[src/rtl/fetch_stage.sv]
// fetch_stage: RV32I instruction fetch with in-order prefetch FIFO and redirect flush.
// Optional misaligned-redirect trap is enabled by defining FETCH_MISALIGN_TRAP_EN.
module fetch_stage #(
    parameter int unsigned DEPTH    = 4,
    parameter logic [31:0] RESET_PC = 32'h0000_0000
) (
    input  logic        clk,
    input  logic        rst,
    output logic        imem_req_valid,
    input  logic        imem_req_ready,
    output logic [31:0] imem_req_addr,
    input  logic        imem_resp_valid,
    input  logic [31:0] imem_resp_data,
    input  logic        redirect_valid,
    input  logic [31:0] redirect_pc,
    output logic        instr_valid,
    output logic [31:0] instr,
    output logic [31:0] pc_out,
    input  logic        decode_ready,
    output logic        misalign
);
    localparam int unsigned PTR_W   = $clog2(DEPTH);
    localparam int unsigned CNT_W   = $clog2(DEPTH + 1);
    localparam logic [CNT_W:0] DEPTH_C = (CNT_W + 1)'(DEPTH);
    localparam logic [31:0] NOP     = 32'h0000_0013;

    logic [31:0]      fetch_pc_q, fetch_pc_d;
    logic [31:0]      resp_pc_q, resp_pc_d;
    logic [31:0]      pc_mem_q    [DEPTH];
    logic [31:0]      pc_mem_d    [DEPTH];
    logic [31:0]      instr_mem_q [DEPTH];
    logic [31:0]      instr_mem_d [DEPTH];
    logic [PTR_W-1:0] rd_ptr_q, rd_ptr_d;
    logic [PTR_W-1:0] wr_ptr_q, wr_ptr_d;
    logic [CNT_W-1:0] count_q, count_d;
    logic [CNT_W-1:0] outstanding_q, outstanding_d;
    logic [CNT_W-1:0] discard_q, discard_d;

    logic             halted;
    logic             req_fire, resp_fire, push, pop;
    logic [CNT_W:0]   in_use;
    logic [31:0]      redirect_base;

`ifdef FETCH_MISALIGN_TRAP_EN
    logic halted_q, halted_d;
    assign halted = halted_q;
`else
    logic unused_redirect_lsbs;
    assign halted               = 1'b0;
    assign unused_redirect_lsbs = ^redirect_pc[1:0];
`endif

    // Credit check counts buffered words plus in-flight requests, stale ones included.
    always_comb begin
        instr_valid    = (count_q != '0);
        instr          = instr_valid ? instr_mem_q[rd_ptr_q] : NOP;
        pc_out         = instr_valid ? pc_mem_q[rd_ptr_q] : '0;
`ifdef FETCH_MISALIGN_TRAP_EN
        misalign       = halted_q && instr_valid;
`else
        misalign       = 1'b0;
`endif
        in_use         = {1'b0, count_q} + {1'b0, outstanding_q};
        imem_req_valid = !rst && !redirect_valid && !halted && (in_use < DEPTH_C);
        imem_req_addr  = fetch_pc_q;
        req_fire       = imem_req_valid && imem_req_ready;
        resp_fire      = imem_resp_valid && (outstanding_q != '0);
        push           = resp_fire && (discard_q == '0) && !redirect_valid;
        pop            = instr_valid && decode_ready && !redirect_valid;
        redirect_base  = {redirect_pc[31:2], 2'b00};
    end

    always_comb begin
        fetch_pc_d    = fetch_pc_q;
        resp_pc_d     = resp_pc_q;
        pc_mem_d      = pc_mem_q;
        instr_mem_d   = instr_mem_q;
        rd_ptr_d      = rd_ptr_q;
        wr_ptr_d      = wr_ptr_q;
        count_d       = count_q;
        outstanding_d = outstanding_q + CNT_W'(req_fire) - CNT_W'(resp_fire);
        discard_d     = discard_q;
`ifdef FETCH_MISALIGN_TRAP_EN
        halted_d      = halted_q;
`endif
        if (redirect_valid) begin
            fetch_pc_d = redirect_base;
            resp_pc_d  = redirect_base;
            rd_ptr_d   = '0;
            wr_ptr_d   = '0;
            count_d    = '0;
            // Every request still in flight now returns a stale word.
            discard_d  = outstanding_q - CNT_W'(resp_fire);
`ifdef FETCH_MISALIGN_TRAP_EN
            halted_d   = (redirect_pc[1:0] != 2'b00);
            if (halted_d) begin
                pc_mem_d[0]    = redirect_pc;
                instr_mem_d[0] = NOP;
                wr_ptr_d       = PTR_W'(1);
                count_d        = CNT_W'(1);
            end
`endif
        end else begin
            if (req_fire) begin
                fetch_pc_d = fetch_pc_q + 32'd4;
            end
            if (resp_fire && (discard_q != '0)) begin
                discard_d = discard_q - CNT_W'(1);
            end
            if (push) begin
                pc_mem_d[wr_ptr_q]    = resp_pc_q;
                instr_mem_d[wr_ptr_q] = imem_resp_data;
                wr_ptr_d              = wr_ptr_q + PTR_W'(1);
                resp_pc_d             = resp_pc_q + 32'd4;
            end
            if (pop) begin
                rd_ptr_d = rd_ptr_q + PTR_W'(1);
            end
            count_d = count_q + CNT_W'(push) - CNT_W'(pop);
        end
    end

    always_ff @(posedge clk) begin
        if (rst) begin
            fetch_pc_q    <= RESET_PC;
            resp_pc_q     <= RESET_PC;
            for (int unsigned i = 0; i < DEPTH; i++) begin
                pc_mem_q[i]    <= '0;
                instr_mem_q[i] <= '0;
            end
            rd_ptr_q      <= '0;
            wr_ptr_q      <= '0;
            count_q       <= '0;
            outstanding_q <= '0;
            discard_q     <= '0;
`ifdef FETCH_MISALIGN_TRAP_EN
            halted_q      <= 1'b0;
`endif
        end else begin
            fetch_pc_q    <= fetch_pc_d;
            resp_pc_q     <= resp_pc_d;
            pc_mem_q      <= pc_mem_d;
            instr_mem_q   <= instr_mem_d;
            rd_ptr_q      <= rd_ptr_d;
            wr_ptr_q      <= wr_ptr_d;
            count_q       <= count_d;
            outstanding_q <= outstanding_d;
            discard_q     <= discard_d;
`ifdef FETCH_MISALIGN_TRAP_EN
            halted_q      <= halted_d;
`endif
        end
    end

endmodule
[config.mk]
export PLATFORM = sky130hd
export DESIGN_NAME = fetch_stage
export DESIGN_NICKNAME = d
export VERILOG_FILES = /design/src/rtl/fetch_stage.sv
export SDC_FILE = /design/constraint.sdc
export NUM_CORES = 1
export LEC_CHECK = 0
export ABC_AREA = 1
export BUFFER_PORTS_ARGS = -buffer_cell sky130_fd_sc_hd__buf_2
export CELL_PAD_IN_SITES_DETAIL_PLACEMENT = 1
export CELL_PAD_IN_SITES_GLOBAL_PLACEMENT = 2
export CORE_UTILIZATION = 35
export CTS_CLUSTER_DIAMETER = 120
export DETAILED_ROUTE_END_ITERATION = 7
export GPL_TIMING_DRIVEN = 1
export PLACE_DENSITY = 0.82
export REMOVE_ABC_BUFFERS = 1
export SYNTH_ARGS = -nofsm -noshare
export SYNTH_HDL_FRONTEND = slang
export SYNTH_SLANG_ARGS = --single-unit
[constraint.sdc]
create_clock -name clk -period 5.9 [get_ports clk]
set_input_delay 1.77 -clock clk [delete_from_list [all_inputs] [get_ports clk]]
set_output_delay 1.77 -clock clk [all_outputs]
set_load 0.01 [all_outputs]
==> flow_metrics.tcl <==
set metrics [dict create \
    status "finished, final reports clean" \
    clock_skew_ns 0.0120 \
    ir_drop_mv 0.148 \
    antenna_left 0 \
    die_h_microns 212 \
    clkLatencyLatePin_ns 0.55 \
    placed_cells 2955 \
    core-area_sq_mm 0.0433 \
    crit_arrival_ns 2.78 \
    root_buffer "clkbuf_16" \
    switchingPower_mw 1.57 \
    syn_area_sq_mm 0.0154 \
    dp_hpwl_microns 33300 \
    area_growth_pct 15.0 \
    max_slew.worst_pin.slew_ns 0.946 \
    vias 15600 \
    yosysSeqAreaShare_pct 41.6 \
    crit_fanout 77 \
    synth_top_flop_cell "dfxtp_1" \
    wl_per_cell_microns 17.7 \
    fmax_ghz 0.220 \
    grt_pass1_vias 15600 \
    sw_frac_of_total_pct 28.0 \
    routed_wl_microns 53600 \
    hold_viol 0 \
    worstHoldPathType "flip-flop to flip-flop" \
    postCtsSetupBuffers 0 \
    drc_errors 0 \
    avgViaCountPerCell 5.14 \
    drtIter0Drc 763 \
    gp_congestion 0.812 \
    grt_usage_pct 24.0 \
    yosys_warnings 0 \
    path_class "flip-flop to output port" \
    finalSetupViolations 0 \
    cap_viol_max_count 0 \
    portBuffers 161 \
    power_density_mw_per_mm2 315 \
    syn_avg_cell_area_sq_um 6.60 \
    die_area_sq_mm 0.0450 \
    fin_crit_sh_pct 77.1 \
    drive_gt1_share_pct 10.8 \
    most-common-layout-cells "nor2_1, o21ai_0, dfxtp_1" \
    start_kind "flip-flop" \
    grt_start_max_net_pins 161 \
    async_flop_share_pct 0 \
    clockBufferDepth 3 \
    synth-seq-cells 321 \
    layout_commonest_cell "nor2_1" \
    insertedDiodeCount 0 \
    ys_types 39 \
    stdcell_count 3025 \
    cts_inserted_buffers 40 \
    htree_levels 2 \
    p_total_mw 5.59 \
    cts_tree "done" \
    min_period_ns 4.55 \
    synth-edff-count 0 \
    netlist_instances 2338 \
    cts.repair.resized 0 \
    ioPinCount 169 \
    combPwrFrac_pct 13.2 \
    grt_first_pass_wirelength_microns 84700 \
    grt_overflow 0 \
    endpoint_kind "output port" \
    drt_first_pass_iters 4 \
    path_clk_slew_ns 0.05 \
    drv_slew 0 \
    die-width_microns 212 \
    row_count 76 \
    antenna_found_initial 0 \
    initial_core_util_pct 35.7 \
    p_leak_nw 6.98 \
    nets 2500 \
    required_ns 4.13 \
    numClockSinks 321 \
    cts_hold_buf 0 \
    rsz0062_at_grt "false" \
    max_slew_margin_pct 36.9 \
    sequentialPowerShare_pct 43.0 \
    internal_power_mw 4.02 \
    pwr-share-clk_pct 43.8 \
]
[synthesized netlist by cell type (2+ instances only)]
library cell	count	area, sq um
nand2_2	3	18.8
o211ai_1	4	30.0
nand2_1	271	1020
o21ai_0	408	2040
o21bai_1	4	30.0
nor2_1	715	2680
xnor2_1	8	70.1
clkbuf_1	92	345
buf_6	3	33.8
buf_4	20	150
ha_1	16	200
buf_1	6	22.5
nand2_4	2	22.5
inv_2	5	18.8
nand4_1	5	31.3
inv_1	114	428
a31oi_1	6	37.5
nor2_4	3	33.8
dfxtp_1	321	6430
buf_2	33	165
nand3_1	80	400
o21ai_1	4	20.0
fa_1	2	40.0
o311ai_0	3	26.3
xor2_1	10	87.6
a21oi_1	181	906
nand3b_1	6	45.0
nor3_1	2	10.0
[path summary, 6_finish.rpt]
| path | cells past startpoint | slack (ns) | end | start |
|---|---|---|---|---|
| hold reg to reg | 2 | 0.46 | discard_q[1] | discard_q[1] |
| setup reg to reg | 11 | 2.63 | pc_mem_q[66] | discard_q[0] |
| setup / recovery | 7 | 1.35 | instr[0] | rd_ptr_q[0] |
| hold / removal | 2 | 0.46 | discard_q[1] | discard_q[1] |
[sequential cells by signal (all words and copies together), names as in the netlist]
register,count
count_q,3
resp_pc_q,30
imem_req_addr,30
wr_ptr_q,2
pc_mem_q,120
instr_mem_q,128
rd_ptr_q,2
discard_q,3
outstanding_q,3
[power groups by stage]
stage	Combinational (mW)	Sequential (mW)	Clock, mW
after floorplan	0.481	2.42	0
after global placement	0.708	2.44	0
after detailed placement	0.739	2.45	0
after CTS	0.748	2.40	2.51
after global routing	0.850	2.42	2.60
final	0.736	2.40	2.45
[cell families after synthesis]
| kind of cell | after synthesis | synth area share [%] |
|---|---|---|
| other cells | 1 | 0.0243 |
| fa+ha+maj | 18 | 1.56 |
| flops | 321 | 41.6 |
| compound gates | 611 | 20.1 |
| simple gates | 1092 | 28.0 |
| buf+inv | 277 | 7.73 |
| xor+xnor | 18 | 1.02 |
[area by class of cell]
cell class              instances  area (sq um)
multi-input cells            1744          7840
fillers                      5631         25500
repair buffers                184          1000
flip-flops and latches        321          6430
inverters                     121           467
clock inverters                10           131
clock buffers                  60          1160
well taps                     585           732
[worst max-delay path: stages (launching register included)]
cell      delay [ns]
dfxtp_4         0.84
clkinv_2        0.13
buf_4           0.41
nor2_1          0.19
nor2_1          0.05
o21ai_0         0.11
o311ai_0        0.17
buf_2           0.20
[through the flow]
step                hold WS [ns]  area (sq um)  utilization, %  worst slack, ns  setup TNS, ns
floorplan                  0.433         14700               -           -0.801         -42.38
global placement           0.450         16500            38.1             1.31              0
detailed placement         0.462         16500            38.1             1.26              0
CTS                        0.470         17800            41.1             1.32              0
global route               0.491         17800            41.1             1.21              0
finish                     0.464         17800            41.1             1.35              0
[routing by layer]
metal | part of all wire, % | GRT usage, %
met5 | 0 | 0
met4 | 2.0 | 6.35
met1 | 47 | 31.3
met3 | 4.0 | 3.62
met2 | 47 | 41.0
Note: power is estimated with default switching activity, not from simulation.
